### src/rtl/panel_input_conditioner.sv
// Front-panel conditioner: synchronises and debounces the start push-button and the
// slide-switch word, producing clean levels plus one-cycle change strobes for the Nios PIOs.
module panel_input_conditioner #(
    parameter int DEBOUNCE_CYCLES = 500000,
    parameter int CHAVE_W         = 4
) (
    input  logic               clk_clk,
    input  logic               reset_reset_n,
    input  logic               key_start_n_i,
    input  logic [CHAVE_W-1:0] sw_chave_i,
    output logic               start_o,
    output logic               start_pulse_o,
    output logic [CHAVE_W-1:0] chave_o,
    output logic               chave_changed_o
);

    localparam int CNT_W = $clog2(DEBOUNCE_CYCLES + 1);
    localparam logic [CNT_W-1:0] CNT_MAX  = CNT_W'(DEBOUNCE_CYCLES);
    localparam logic [CNT_W-1:0] CNT_ONE  = CNT_W'(1);
    localparam logic [CNT_W-1:0] CNT_ZERO = CNT_W'(0);

    typedef enum logic [1:0] {
        ST_IDLE         = 2'd0,
        ST_PRESS_WAIT   = 2'd1,
        ST_PRESSED      = 2'd2,
        ST_RELEASE_WAIT = 2'd3
    } state_e;

    logic               key_meta_q, key_meta_d;
    logic               key_sync_q, key_sync_d;
    logic [CHAVE_W-1:0] chave_meta_q, chave_meta_d;
    logic [CHAVE_W-1:0] chave_sync_q, chave_sync_d;

    state_e             state_q, state_d;
    logic [CNT_W-1:0]   cnt_q, cnt_d;
    logic               start_q, start_d;
    logic               start_pulse_q, start_pulse_d;

    logic [CHAVE_W-1:0] cand_q, cand_d;
    logic [CNT_W-1:0]   ccnt_q, ccnt_d;
    logic [CHAVE_W-1:0] chave_q, chave_d;
    logic               chave_changed_q, chave_changed_d;

    logic               pressed_s;
    logic [CNT_W-1:0]   cnt_inc_s;
    logic [CNT_W-1:0]   ccnt_inc_s;

    // Two-stage synchronisers; each stage simply follows the previous one.
    always_comb begin
        key_meta_d   = key_start_n_i;
        key_sync_d   = key_meta_q;
        chave_meta_d = sw_chave_i;
        chave_sync_d = chave_meta_q;
    end

    always_comb begin
        pressed_s  = ~key_sync_q;
        cnt_inc_s  = (cnt_q  == CNT_MAX) ? cnt_q  : (cnt_q  + CNT_ONE);
        ccnt_inc_s = (ccnt_q == CNT_MAX) ? ccnt_q : (ccnt_q + CNT_ONE);
    end

    // Start button debounce FSM; any disagreement in a WAIT state falls back to the stable state.
    always_comb begin
        state_d       = state_q;
        cnt_d         = cnt_q;
        start_d       = start_q;
        start_pulse_d = 1'b0;
        case (state_q)
            ST_IDLE: begin
                if (pressed_s) begin
                    state_d = ST_PRESS_WAIT;
                    cnt_d   = CNT_ONE;
                end else begin
                    cnt_d   = CNT_ZERO;
                end
            end
            ST_PRESS_WAIT: begin
                if (!pressed_s) begin
                    state_d = ST_IDLE;
                    cnt_d   = CNT_ZERO;
                end else if (cnt_q == CNT_MAX) begin
                    state_d       = ST_PRESSED;
                    start_d       = 1'b1;
                    start_pulse_d = 1'b1;
                    cnt_d         = CNT_ZERO;
                end else begin
                    cnt_d = cnt_inc_s;
                end
            end
            ST_PRESSED: begin
                if (!pressed_s) begin
                    state_d = ST_RELEASE_WAIT;
                    cnt_d   = CNT_ONE;
                end else begin
                    cnt_d   = CNT_ZERO;
                end
            end
            ST_RELEASE_WAIT: begin
                if (pressed_s) begin
                    state_d = ST_PRESSED;
                    cnt_d   = CNT_ZERO;
                end else if (cnt_q == CNT_MAX) begin
                    state_d = ST_IDLE;
                    start_d = 1'b0;
                    cnt_d   = CNT_ZERO;
                end else begin
                    cnt_d = cnt_inc_s;
                end
            end
            default: begin
                state_d = ST_IDLE;
                cnt_d   = CNT_ZERO;
                start_d = 1'b0;
            end
        endcase
    end

    // Switch word group debounce; the candidate tracks the output while idle so a new
    // value always starts counting from one.
    always_comb begin
        cand_d          = cand_q;
        ccnt_d          = ccnt_q;
        chave_d         = chave_q;
        chave_changed_d = 1'b0;
        if (chave_sync_q == chave_q) begin
            cand_d = chave_q;
            ccnt_d = CNT_ZERO;
        end else if (chave_sync_q != cand_q) begin
            cand_d = chave_sync_q;
            ccnt_d = CNT_ONE;
        end else if (ccnt_q == CNT_MAX) begin
            chave_d         = cand_q;
            chave_changed_d = 1'b1;
            ccnt_d          = CNT_ZERO;
        end else begin
            ccnt_d = ccnt_inc_s;
        end
    end

    // State registers; synchronisers clear to the inactive pin levels.
    always_ff @(posedge clk_clk or negedge reset_reset_n) begin
        if (!reset_reset_n) begin
            key_meta_q      <= 1'b1;
            key_sync_q      <= 1'b1;
            chave_meta_q    <= {CHAVE_W{1'b0}};
            chave_sync_q    <= {CHAVE_W{1'b0}};
            state_q         <= ST_IDLE;
            cnt_q           <= CNT_ZERO;
            start_q         <= 1'b0;
            start_pulse_q   <= 1'b0;
            cand_q          <= {CHAVE_W{1'b0}};
            ccnt_q          <= CNT_ZERO;
            chave_q         <= {CHAVE_W{1'b0}};
            chave_changed_q <= 1'b0;
        end else begin
            key_meta_q      <= key_meta_d;
            key_sync_q      <= key_sync_d;
            chave_meta_q    <= chave_meta_d;
            chave_sync_q    <= chave_sync_d;
            state_q         <= state_d;
            cnt_q           <= cnt_d;
            start_q         <= start_d;
            start_pulse_q   <= start_pulse_d;
            cand_q          <= cand_d;
            ccnt_q          <= ccnt_d;
            chave_q         <= chave_d;
            chave_changed_q <= chave_changed_d;
        end
    end

    assign start_o         = start_q;
    assign start_pulse_o   = start_pulse_q;
    assign chave_o         = chave_q;
    assign chave_changed_o = chave_changed_q;

endmodule

### config.mk
export PLATFORM = sky130hd
export DESIGN_NAME = panel_input_conditioner
export DESIGN_NICKNAME = d
export VERILOG_FILES = /design/src/rtl/panel_input_conditioner.sv
export SDC_FILE = /design/constraint.sdc
export NUM_CORES = 1
export LEC_CHECK = 0
export BUFFER_PORTS_ARGS = -buffer_cell sky130_fd_sc_hd__buf_2
export CORE_MARGIN = 3
export CORE_UTILIZATION = 27
export CTS_CLUSTER_SIZE = 30
export DETAILED_ROUTE_END_ITERATION = 8
export PLACE_DENSITY = 0.54
export SYNTH_ARGS = -nofsm -noshare
export SYNTH_HDL_FRONTEND = slang
export SYNTH_SLANG_ARGS = --single-unit
### constraint.sdc
create_clock -name clk_clk -period 1.9 [get_ports clk_clk]
set_input_delay 0.19 -clock clk_clk [delete_from_list [all_inputs] [get_ports clk_clk]]
set_output_delay 0.19 -clock clk_clk [all_outputs]
set_load 0.01 [all_outputs]
==> results of run 1 <==
## logic make-up (layout without fill, tap and decap cells)
logic type | count (synthesis) | after routing | share of synthesized area
multiplexers | 5 | 5 | 0.01940
XOR/XNOR | 33 | 33 | 0.1018
AO/OA/AOI/OAI | 27 | 27 | 0.05776
flip-flops | 61 | 61 | 0.5388
AND/OR/NAND/NOR | 115 | 115 | 0.2324
adder cells (fa/ha/maj) | 4 | 4 | 0.01764
buffers and inverters | 22 | 65 | 0.03219
## power by group
part / total [mW] / leakage (nW) / internal (mW) / switching (mW)
logic: 0.101 / 0.469 / 0.0402 / 0.0604
clock network: 1.13 / 0.0992 / 0.632 / 0.501
registers: 1.34 / 0.809 / 1.32 / 0.0163
total: 2.57 / 1.38 / 1.99 / 0.578
## sequential cells by signal, summed over array words and instances (netlist names), named ones only
name and count:
key_sync_q 1, chave_changed_o 1, chave_o 4, chave_meta_q 4
state_q 1, cnt_q 19, start_pulse_o 1, cand_q 4
key_meta_q 1, ccnt_q 19, start_o 1, chave_sync_q 4
## through the flow
stage          setup WS (ps)  instances  hold slack [ps]  total power, mW    util
2_1_floorplan          61.18        267           -105.6            1.402       -
3_3_place_gp           94.22        420            199.3            1.456  0.3176
3_5_place_dp           57.69        420            203.2            1.457  0.3176
4_1_cts                45.32        441            350.4            2.615  0.3426
5_1_grt               -16.32        443            357.2            2.688  0.3477
6_report               72.84        443            348.6            2.572  0.3477
## cells in the mapped netlist (all sizes together)
cell / n / share of area
and3: 3 / 0.0071
nor3b: 1 / 0.0026
nor3: 19 / 0.034
o21ai: 9 / 0.016
mux2i: 1 / 0.0035
a21boi: 1 / 0.0026
nand4: 9 / 0.020
and4b: 1 / 0.0035
clkbuf: 5 / 0.0066
o31ai: 4 / 0.011
nand2b: 1 / 0.0022
and2: 1 / 0.0022
nor4: 9 / 0.020
mux2: 4 / 0.016
xor2: 17 / 0.052
a211oi: 3 / 0.0097
or3: 10 / 0.025
buf: 5 / 0.0097
ha: 4 / 0.018
nand3: 14 / 0.026
dfrtp: 59 / 0.52
xnor2: 16 / 0.049
or4: 6 / 0.017
nor2: 20 / 0.029
a21oi: 9 / 0.016
nand3b: 1 / 0.0026
nand2: 12 / 0.016
inv: 12 / 0.016
or4b: 1 / 0.0035
dfstp: 2 / 0.019
o31a: 1 / 0.0031
or2: 1 / 0.0022
and4bb: 1 / 0.0044
nor4b: 4 / 0.012
and4: 1 / 0.0031
## final cells by class
| cell class | count | area [µm²] | area share |
|---|---|---|---|
| Clock buffer | 11 | 141.4 | 0.04066 |
| Clock inverter | 4 | 48.80 | 0.01403 |
| Inverter | 12 | 45.04 | 0.01295 |
| Multi-Input combinational cell | 184 | 1254 | 0.3606 |
| Sequential cell | 61 | 1529 | 0.4397 |
| Tap cell | 133 | 166.4 | 0.04786 |
| Timing Repair Buffer | 38 | 292.8 | 0.08420 |
## critical path, delay by kind of cell (launching register included)
family,cells,cell delay [ps]
AND/OR/NAND/NOR,3,1000
flip-flops,1,370
multiplexers,1,350
## routing by layer
| metal | track usage | share of wire |
|---|---|---|
| met3 | 0.04358 | 0.032 |
| met1 | 0.1311 | 0.48 |
| met5 | 0 | 0 |
| met2 | 0.1628 | 0.47 |
| met4 | 0.03427 | 0.012 |
## timing repair
| item | CTS | global route |
|---|---|---|
| gates resized for setup | 0 | 8 |
| hold endpoints to repair | 26 | 0 |
| setup buffers | 0 | 2 |
| hold buffers | 6 | 0 |
| endpoints found under the setup margin | 0 | 9 |
## layout by cell type, fill, tap and decap left out, types with 7 or more instances in the layout
master / instances
dfrtp_1: 59
nand3_1: 12
inv_1: 12
buf_4: 17
buf_2: 13
nand2_1: 12
o21ai_0: 8
nor4_1: 8
or3_1: 7
nor2_1: 19
nor3_1: 18
xnor2_1: 16
xor2_1: 17
nand4_1: 9
clkbuf_8: 10
a21oi_1: 9
## worst min-delay path by stage
stage | from | to | depth (start not counted)
after floorplan | reset_reset_n | async pin | 0
after global placement | reset_reset_n | chave_o[1] | 1
after detailed placement | reset_reset_n | chave_o[1] | 1
after CTS | chave_meta_q[0] | chave_sync_q[0] | 0
after global routing | chave_meta_q[3] | chave_sync_q[3] | 0
final | chave_meta_q[0] | chave_sync_q[0] | 0
==> impl_metrics.yaml, run 1 <==
critical_path:
  reg2reg_slack_ps: 70
  worst_path_max_delay_cell: "or4b_1"
  cp-end-kind: "register"
  timing.rr.end: "chave_o[3]"
  required_ps: 2120
  worstPathCellList: "or4b_1 -> nor3_2 -> and4bb_2 -> mux2_2"
  cp-startpoint: "ccnt_q[6]"
  cp_max_fo: 4
  r2r_cells: 4
  crit_end: "chave_o[3]"
  worstPathArrival_ps: 2050
  rr_startpoint: "ccnt_q[6]"
  critPathLaunchType: "register"
  critPathKind: "register to register"
  critical-path-max-stage-delay_ps: 570
global_routing:
  grt-ovfl-total: 0
  grt_pass1_vias: 2104
  grt_max_degree: 41
  grt_antenna_before_repair: 0
  grt_pass1_wl_um: 9742
  grt_usage: 0.1045
detailed_routing:
  first_pass_iters: 4
  drt-total-wl_um: 5622
  postRouteAntennaNets: 0
  viasPerCell: 4.643
  drc: 0
  drt_iter0_drc: 50
  via_count: 2057
  wl_per_cell_um: 12.69
die:
  initial_utilization: 0.2838
  fp.dieW_um: 108.5
  rows: 36
  core_um2: 10000
  ios: 14
  die_h_um: 108.5
  dieArea_um2: 11780
timing:
  finalHoldViolations: 0
  min_period_ps: 1827
  post-route-period-util: 0.9617
  fmax_mhz: 547.3
  grt_setup_unrepaired: "true"
  setup_viol: 0
  finClkSkew_ps: 11.40
  tns_ps: 0
  worst_pin_slew_ps: 527.7
  drv_slew: 0
  relSlewSlack: 0.6482
final_layout:
  nets: 317
  diodes: 0
  syn_to_final_growth_pct: 22.53
  n_fill_cell: 1030
  final_cell_area_um2: 3477
  drive_gt1_frac: 0.2258
placement:
  portBuffers: 13
  place.gp.congestion: 0.8183
  hpwl_um: 3780
  placed_cell_area_um2: 3176
flow_run:
  maxCapViolCount: 0
clocking:
  cts.sink_count: 61
  path_clk_slew_ps: 70
  cts_made_buffers: 9
  h-tree-depth: 3
  tritoncts: "yes"
  root_buffer: "clkbuf_8"
  worstSkewPairLatency_ps: 340
  clockBufferDepth: 2
logic_synthesis:
  ys_seq_elements: 61
  ys_types: 44
  postSynthCellCount: 267
  avgSynthCellArea_um2: 10.63
  ys_seq_area_frac: 0.5388
  yosysWarnings: 0
  synth_area_um2: 2838
  synth_nets: 278
worst_hold_path:
  hp-class: "register to register"
pwr:
  power_density_nw_per_um2: 739.7
  peakVddDrop_mv: 0.2947
  p_leak_nw: 1.377
status:
  status: "finished clean"
Power figures use the tool's default switching activity.
==> inputs of run 2 (changes only) <==
ABC_AREA = 1   (was default)
==> run 2 against run 1 <==
Against the previous run: register-to-register slack better by 110 ps; clock-buffer cell count decreased by 1; first-iteration DRC count rose to 3.4 times the previous value; final cell count grew 38%; cell area rose by 13%; clock power increased by 56%; non-clock buffer count fell by 13; global-route usage grew 0.61 points; largest power group is now clock.
==> impl_metrics.yaml, run 2 <==
die:
  ios: 14
  die_h_um: 117.0
  rows: 39
  core_um2: 11710
  initial_utilization: 0.2842
  dieArea_um2: 13690
  fp.dieW_um: 117.0
logic_synthesis:
  synthMuxAreaShare: 0
  postSynthCellCount: 435
  synth_area_um2: 3328
  synth_compound_area_frac: 0.01692
  synthTopCellsByCount: "nand2_1 (117), nor2_1 (89), dfrtp_1 (59)"
  synth_top_family_by_area: "simple AND/OR/NAND/NOR gates"
  synth_edf_count: 0
  ys_seq_elements: 61
  synth.most_common_cell: "nand2_1"
  synthAdderAreaFrac: 0.01504
  synth_nets: 446
  synth_xor_area_frac: 0.04211
  synth-simple-area-share: 0.3820
  avgSynthCellArea_um2: 7.651
  ys_types: 30
  async_flop_share: 1.000
  yosysTopAreaCell: "dfrtp_1"
  synth.area.top_cells: "dfrtp_1 (44%), nand2_1 (13%), nor2_1 (10%)"
  synth_top_area_frac: 0.4436
  dominantRegCellSynth: "dfrtp_1"
  yosysWarnings: 0
  ys_seq_area_frac: 0.4594
critical_path:
  critPathLaunchType: "register"
  reg2reg_slack_ps: 180
  r2r_cells: 7
  cp-end-kind: "register"
  critPathKind: "register to register"
  timing.rr.end: "ccnt_q[17]"
  worstPathArrival_ps: 1920
  cp_max_fo: 13
  required_ps: 2100
  rr_startpoint: "ccnt_q[0]"
timing:
  finClkSkew_ps: 5.003
  tns_ps: 0
  fmax_mhz: 582.6
  post-route-period-util: 0.9033
  relSlewSlack: 0.7263
  setup_viol: 0
  drv_slew: 0
  worst_pin_slew_ps: 409.0
  finalHoldViolations: 0
  min_period_ps: 1716
  grt_setup_unrepaired: "false"
detailed_routing:
  first_pass_iters: 5
  drt_iter0_drc: 169
  dr_wl_met3_um: 272
  wl_per_cell_um: 10.83
  postRouteAntennaNets: 0
  dr_wl_met2_um: 3135
  drt-total-wl_um: 6620
  drc: 0
  drt-met1-wl_um: 3151
  top_layer: "met4"
  viasPerCell: 4.288
  via_count: 2620
clocking:
  cts.sink_count: 61
  postCtsSetupBuffers: 0
  tritoncts: "yes"
  root_buffer: "clkbuf_16"
  clockBufferDepth: 2
  path_clk_slew_ps: 50
  h-tree-depth: 3
  worstSkewPairLatency_ps: 330
  cts_made_buffers: 9
worst_hold_path:
  whs_path_depth: 0
  hp-class: "register to register"
  hold_start: "chave_meta_q[1]"
  hold_end: "chave_sync_q[1]"
pwr:
  power_density_nw_per_um2: 830.3
  sequentialPowerShare: 0.413
  peakVddDrop_mv: 0.5002
  netSwitchingPower_uw: 708.6
  swShare: 0.2164
  p_comb_frac: 0.049
  internal_power_mw: 2.566
  p_leak_nw: 1.704
  clkPwrFrac: 0.538
placement:
  dp_cells: 589
  place.gp.congestion: 0.8213
  hpwl_um: 4883
  portBuffers: 13
final_layout:
  layout.cells.non_filler: 611
  drive_gt1_frac: 0.1368
  diodes: 0
  top_regs: "ccnt_q x19, cnt_q x19"
  final_cell_mix: "nand2_1 (117), nor2_1 (89), dfrtp_1 (59)"
  syn_to_final_growth_pct: 18.50
  fin_util: 0.3368
  mostFrequentLayoutCell: "nand2_1"
  nets: 474
global_routing:
  grt_pass1_vias: 2588
  grt_usage: 0.1106
  grt_antenna_before_repair: 0
  grt_pass1_wl_um: 11950
  grt-ovfl-total: 0
  grt_max_degree: 62
status:
  status: "finished clean"
flow_run:
  maxCapViolCount: 0
-- run 2: cell count changes after synthesis, sizes merged, moves of 10 or more --
cell	previous run	this run
or3	10	0
xnor2	16	4
inv	12	56
nand2	12	122
nor2	20	107
nand3	14	31
nor3	19	6
-- run 2: routing by layer --
layer	up-vias	track usage
met5	-	0
met4	0	0.02294
met3	5	0.04627
met2	34	0.1733
met1	1196	0.1439
li1	1385	-
-- run 2: metrics by stage --
stage / setup slack (ps) / cell area [µm²] / power, mW / hold slack (ps)
2_1_floorplan: 390.8 / 3328 / 1.468 / -105.6
3_5_place_dp: 157.2 / 3558 / 1.529 / 228.4
4_1_cts: 155.0 / 3944 / 3.317 / 351.5
6_report: 183.7 / 3944 / 3.275 / 347.3
3_3_place_gp: 217.2 / 3558 / 1.527 / 228.7
5_1_grt: 25.75 / 3944 / 3.414 / 351.5
-- run 2: worst max path at each step --
stage | from | end | cells after the start
after global routing | ccnt_q[0] | chave_o[1] | 9
after CTS | ccnt_q[0] | ccnt_q[17] | 7
after detailed placement | ccnt_q[0] | ccnt_q[17] | 7
after global placement | ccnt_q[0] | ccnt_q[17] | 7
final | ccnt_q[0] | ccnt_q[17] | 7
after floorplan | ccnt_q[0] | ccnt_q[2] | 8
-- run 2: power groups by stage --
stage / Combinational, mW / Clock [mW] / Sequential (mW)
6_report: 0.160 / 1.76 / 1.35
5_1_grt: 0.187 / 1.87 / 1.35
4_1_cts: 0.166 / 1.80 / 1.35
3_5_place_dp: 0.156 / 0 / 1.37
3_3_place_gp: 0.155 / 0 / 1.37
2_1_floorplan: 0.0981 / 0 / 1.37
-- run 2: what timing repair did --
item | CTS | global route
endpoints found under the hold margin | 64 | 0
hold buffers | 6 | 0
gates resized for setup | 0 | 0
-- run 2: worst max-delay path: stages (launching register included) --
cell and delay, ps:
dfrtp_1 420, inv_1 160, ha_1 180, nand4_1 90
nor2_1 170, nand3_4 150, nand2_4 320, nor2_1 100
-- run 2: final cells by class --
cell class	count	area [µm²]
fill	1227	7767
sequential	61	1529
multi-input combinational	310	1518
clock buffer	10	239.0
inverter	56	210.2
timing repair buffer	25	182.7
tap	143	178.9
clock inverter	6	86.33
-- run 2: cell families (layout without fill, tap and decap cells) --
| group | Yosys count | after routing |
|---|---|---|
| fa+ha+maj | 4 | 4 |
| compound gates | 11 | 11 |
| simple gates | 279 | 279 |
| buf+inv | 64 | 97 |
| xor+xnor | 16 | 16 |
| flops | 61 | 61 |
==> inputs of run 3 (changes only) <==
CORE_UTILIZATION = 55   (was 27)
PLACE_DENSITY = 0.86   (was 0.54)
==> run 3 against run 2 <==
Against the previous run: clock-buffer cell count increased by 1; flip-flop and latch count unchanged; die area decreased by 49%; fmax increased by 0.16%; sequential power about the same; hold slack about the same; worst setup slack improved by 2.8 ps; critical endpoint is now ccnt_q[8].
==> impl_metrics.yaml, run 3 (same netlist as run 2, synthesis figures left out) <==
status:
  status: "finished clean"
critical_path:
  cp-end-kind: "register"
  critPathKind: "register to register"
  rr_startpoint: "ccnt_q[0]"
  required_ps: 2110
  worstPathArrival_ps: 1920
  cp_max_fo: 13
  reg2reg_slack_ps: 190
  r2r_cells: 7
  timing.rr.end: "ccnt_q[8]"
  critPathLaunchType: "register"
flow_run:
  maxCapViolCount: 0
clocking:
  cts_made_buffers: 9
  root_buffer: "clkbuf_8"
  worstSkewPairLatency_ps: 330
  clockBufferDepth: 2
  tritoncts: "yes"
  cts.sink_count: 61
  h-tree-depth: 3
  path_clk_slew_ps: 70
timing:
  fin_ws_ps: 186.5
  finClkSkew_ps: 8.967
  post-route-period-util: 0.9018
  finalHoldViolations: 0
  tns_ps: 0
  worst_pin_slew_ps: 642.7
  setup_viol: 0
  fmax_mhz: 583.6
  relSlewSlack: 0.5715
  min_period_ps: 1713
  drv_slew: 0
  grt_setup_unrepaired: "false"
placement:
  hpwl_um: 4859
  place.gp.congestion: 0.9235
  pre_cts_ws_ps: 171.5
  portBuffers: 13
die:
  initial_utilization: 0.5864
  core_um2: 5675
  die_h_um: 83.79
  fp.dieW_um: 83.79
  dieArea_um2: 7021
  rows: 27
  ios: 14
worst_hold_path:
  hp-class: "register to register"
  hold_end: "chave_sync_q[3]"
  whs_path_depth: 0
  hold_start: "chave_meta_q[3]"
final_layout:
  nets: 471
  syn_to_final_growth_pct: 11.20
  mostFrequentLayoutCell: "nand2_1"
  final_cell_mix: "nand2_1 (117), nor2_1 (88), dfrtp_1 (59)"
  register_area_um2: 1529
  n_fill_cell: 460
  drive_gt1_frac: 0.1312
  multiInputGateArea_um2: 1520
  top_regs: "ccnt_q x19, cnt_q x19"
  diodes: 0
detailed_routing:
  viasPerCell: 5.013
  wl_per_cell_um: 12.18
  first_pass_iters: 4
  postRouteAntennaNets: 0
  via_count: 2692
  drt_iter0_drc: 144
  drt-total-wl_um: 6543
  drc: 0
pwr:
  p_leak_nw: 1.634
  peakVddDrop_mv: 0.7786
  power_density_nw_per_um2: 711.3
global_routing:
  grt_pass1_vias: 2780
  grt_antenna_before_repair: 0
  grt_usage: 0.2075
  grt_pass1_wl_um: 11740
  grt-ovfl-total: 0
  grt_max_degree: 36
[run 3: changes by cell type in the layout (fill, tap and decap cells not counted)]
cell	previous run	this run
nor2_1	89	88
buf_4	5	2
clkbuf_8	1	10
clkinvlp_4	1	0
nor2_2	7	8
clkbuf_1	0	1
clkinv_4	1	0
bufinv_16	2	1
clkbuf_16	9	0
clkinv_2	2	4
[run 3: cell type report]
| cell class | instances | area share |
|---|---|---|
| multi-input combinational | 310 | 0.4108 |
| inverter | 56 | 0.05680 |
| sequential | 61 | 0.4131 |
| clock buffer | 11 | 0.03820 |
| tap | 72 | 0.02434 |
| timing repair buffer | 22 | 0.04327 |
| clock inverter | 5 | 0.01352 |
[run 3: through the flow]
stage	std cells	utilization	cell area [µm²]	hold slack [ps]	power (mW)
3_5_place_dp	515	0.6074	3447	242.9	1.519
6_report	537	0.6521	3701	347.7	2.633
4_1_cts	537	0.6517	3699	350.1	2.654
2_1_floorplan	435	-	3328	-105.6	1.468
3_3_place_gp	515	0.6074	3447	229.8	1.511
5_1_grt	537	0.6521	3701	355.7	2.745
[run 3: worst max path at each step]
stage,depth (start not counted),slack [ps],startpoint,end
floorplan,8,390,ccnt_q[0],ccnt_q[2]
global placement,7,240,ccnt_q[0],ccnt_q[17]
detailed placement,7,170,ccnt_q[0],ccnt_q[17]
CTS,7,180,ccnt_q[0],ccnt_q[17]
global route,7,60,ccnt_q[0],ccnt_q[8]
finish,7,190,ccnt_q[0],ccnt_q[8]
[run 3: where the power goes]
group	switching [mW]	internal [mW]	total [mW]
logic	0.102	0.0517	0.154
clock network	0.494	0.633	1.13
registers	0.0248	1.33	1.35
[run 3: repair_timing]
action                                 CTS  global route
endpoints found under the hold margin   29             0
gates resized for setup                  0             1
setup buffers                            0             0
hold buffers                             6             0
setup endpoints to repair                0             1
[run 3: critical path, stage by stage (launching register included)]
cell and delay [ps]:
dfrtp_1 420, inv_1 150, ha_1 190, nand4_1 90, nor2_1 170, nand3_4 150, nand2_4 320, nor2_1 90
[run 3: metal layers]
layer / track usage / part of all wire
met3: 0.06120 / 0.040
met4: 0.08772 / 0.023
met5: 0 / 0
met2: 0.3557 / 0.50
met1: 0.2412 / 0.44
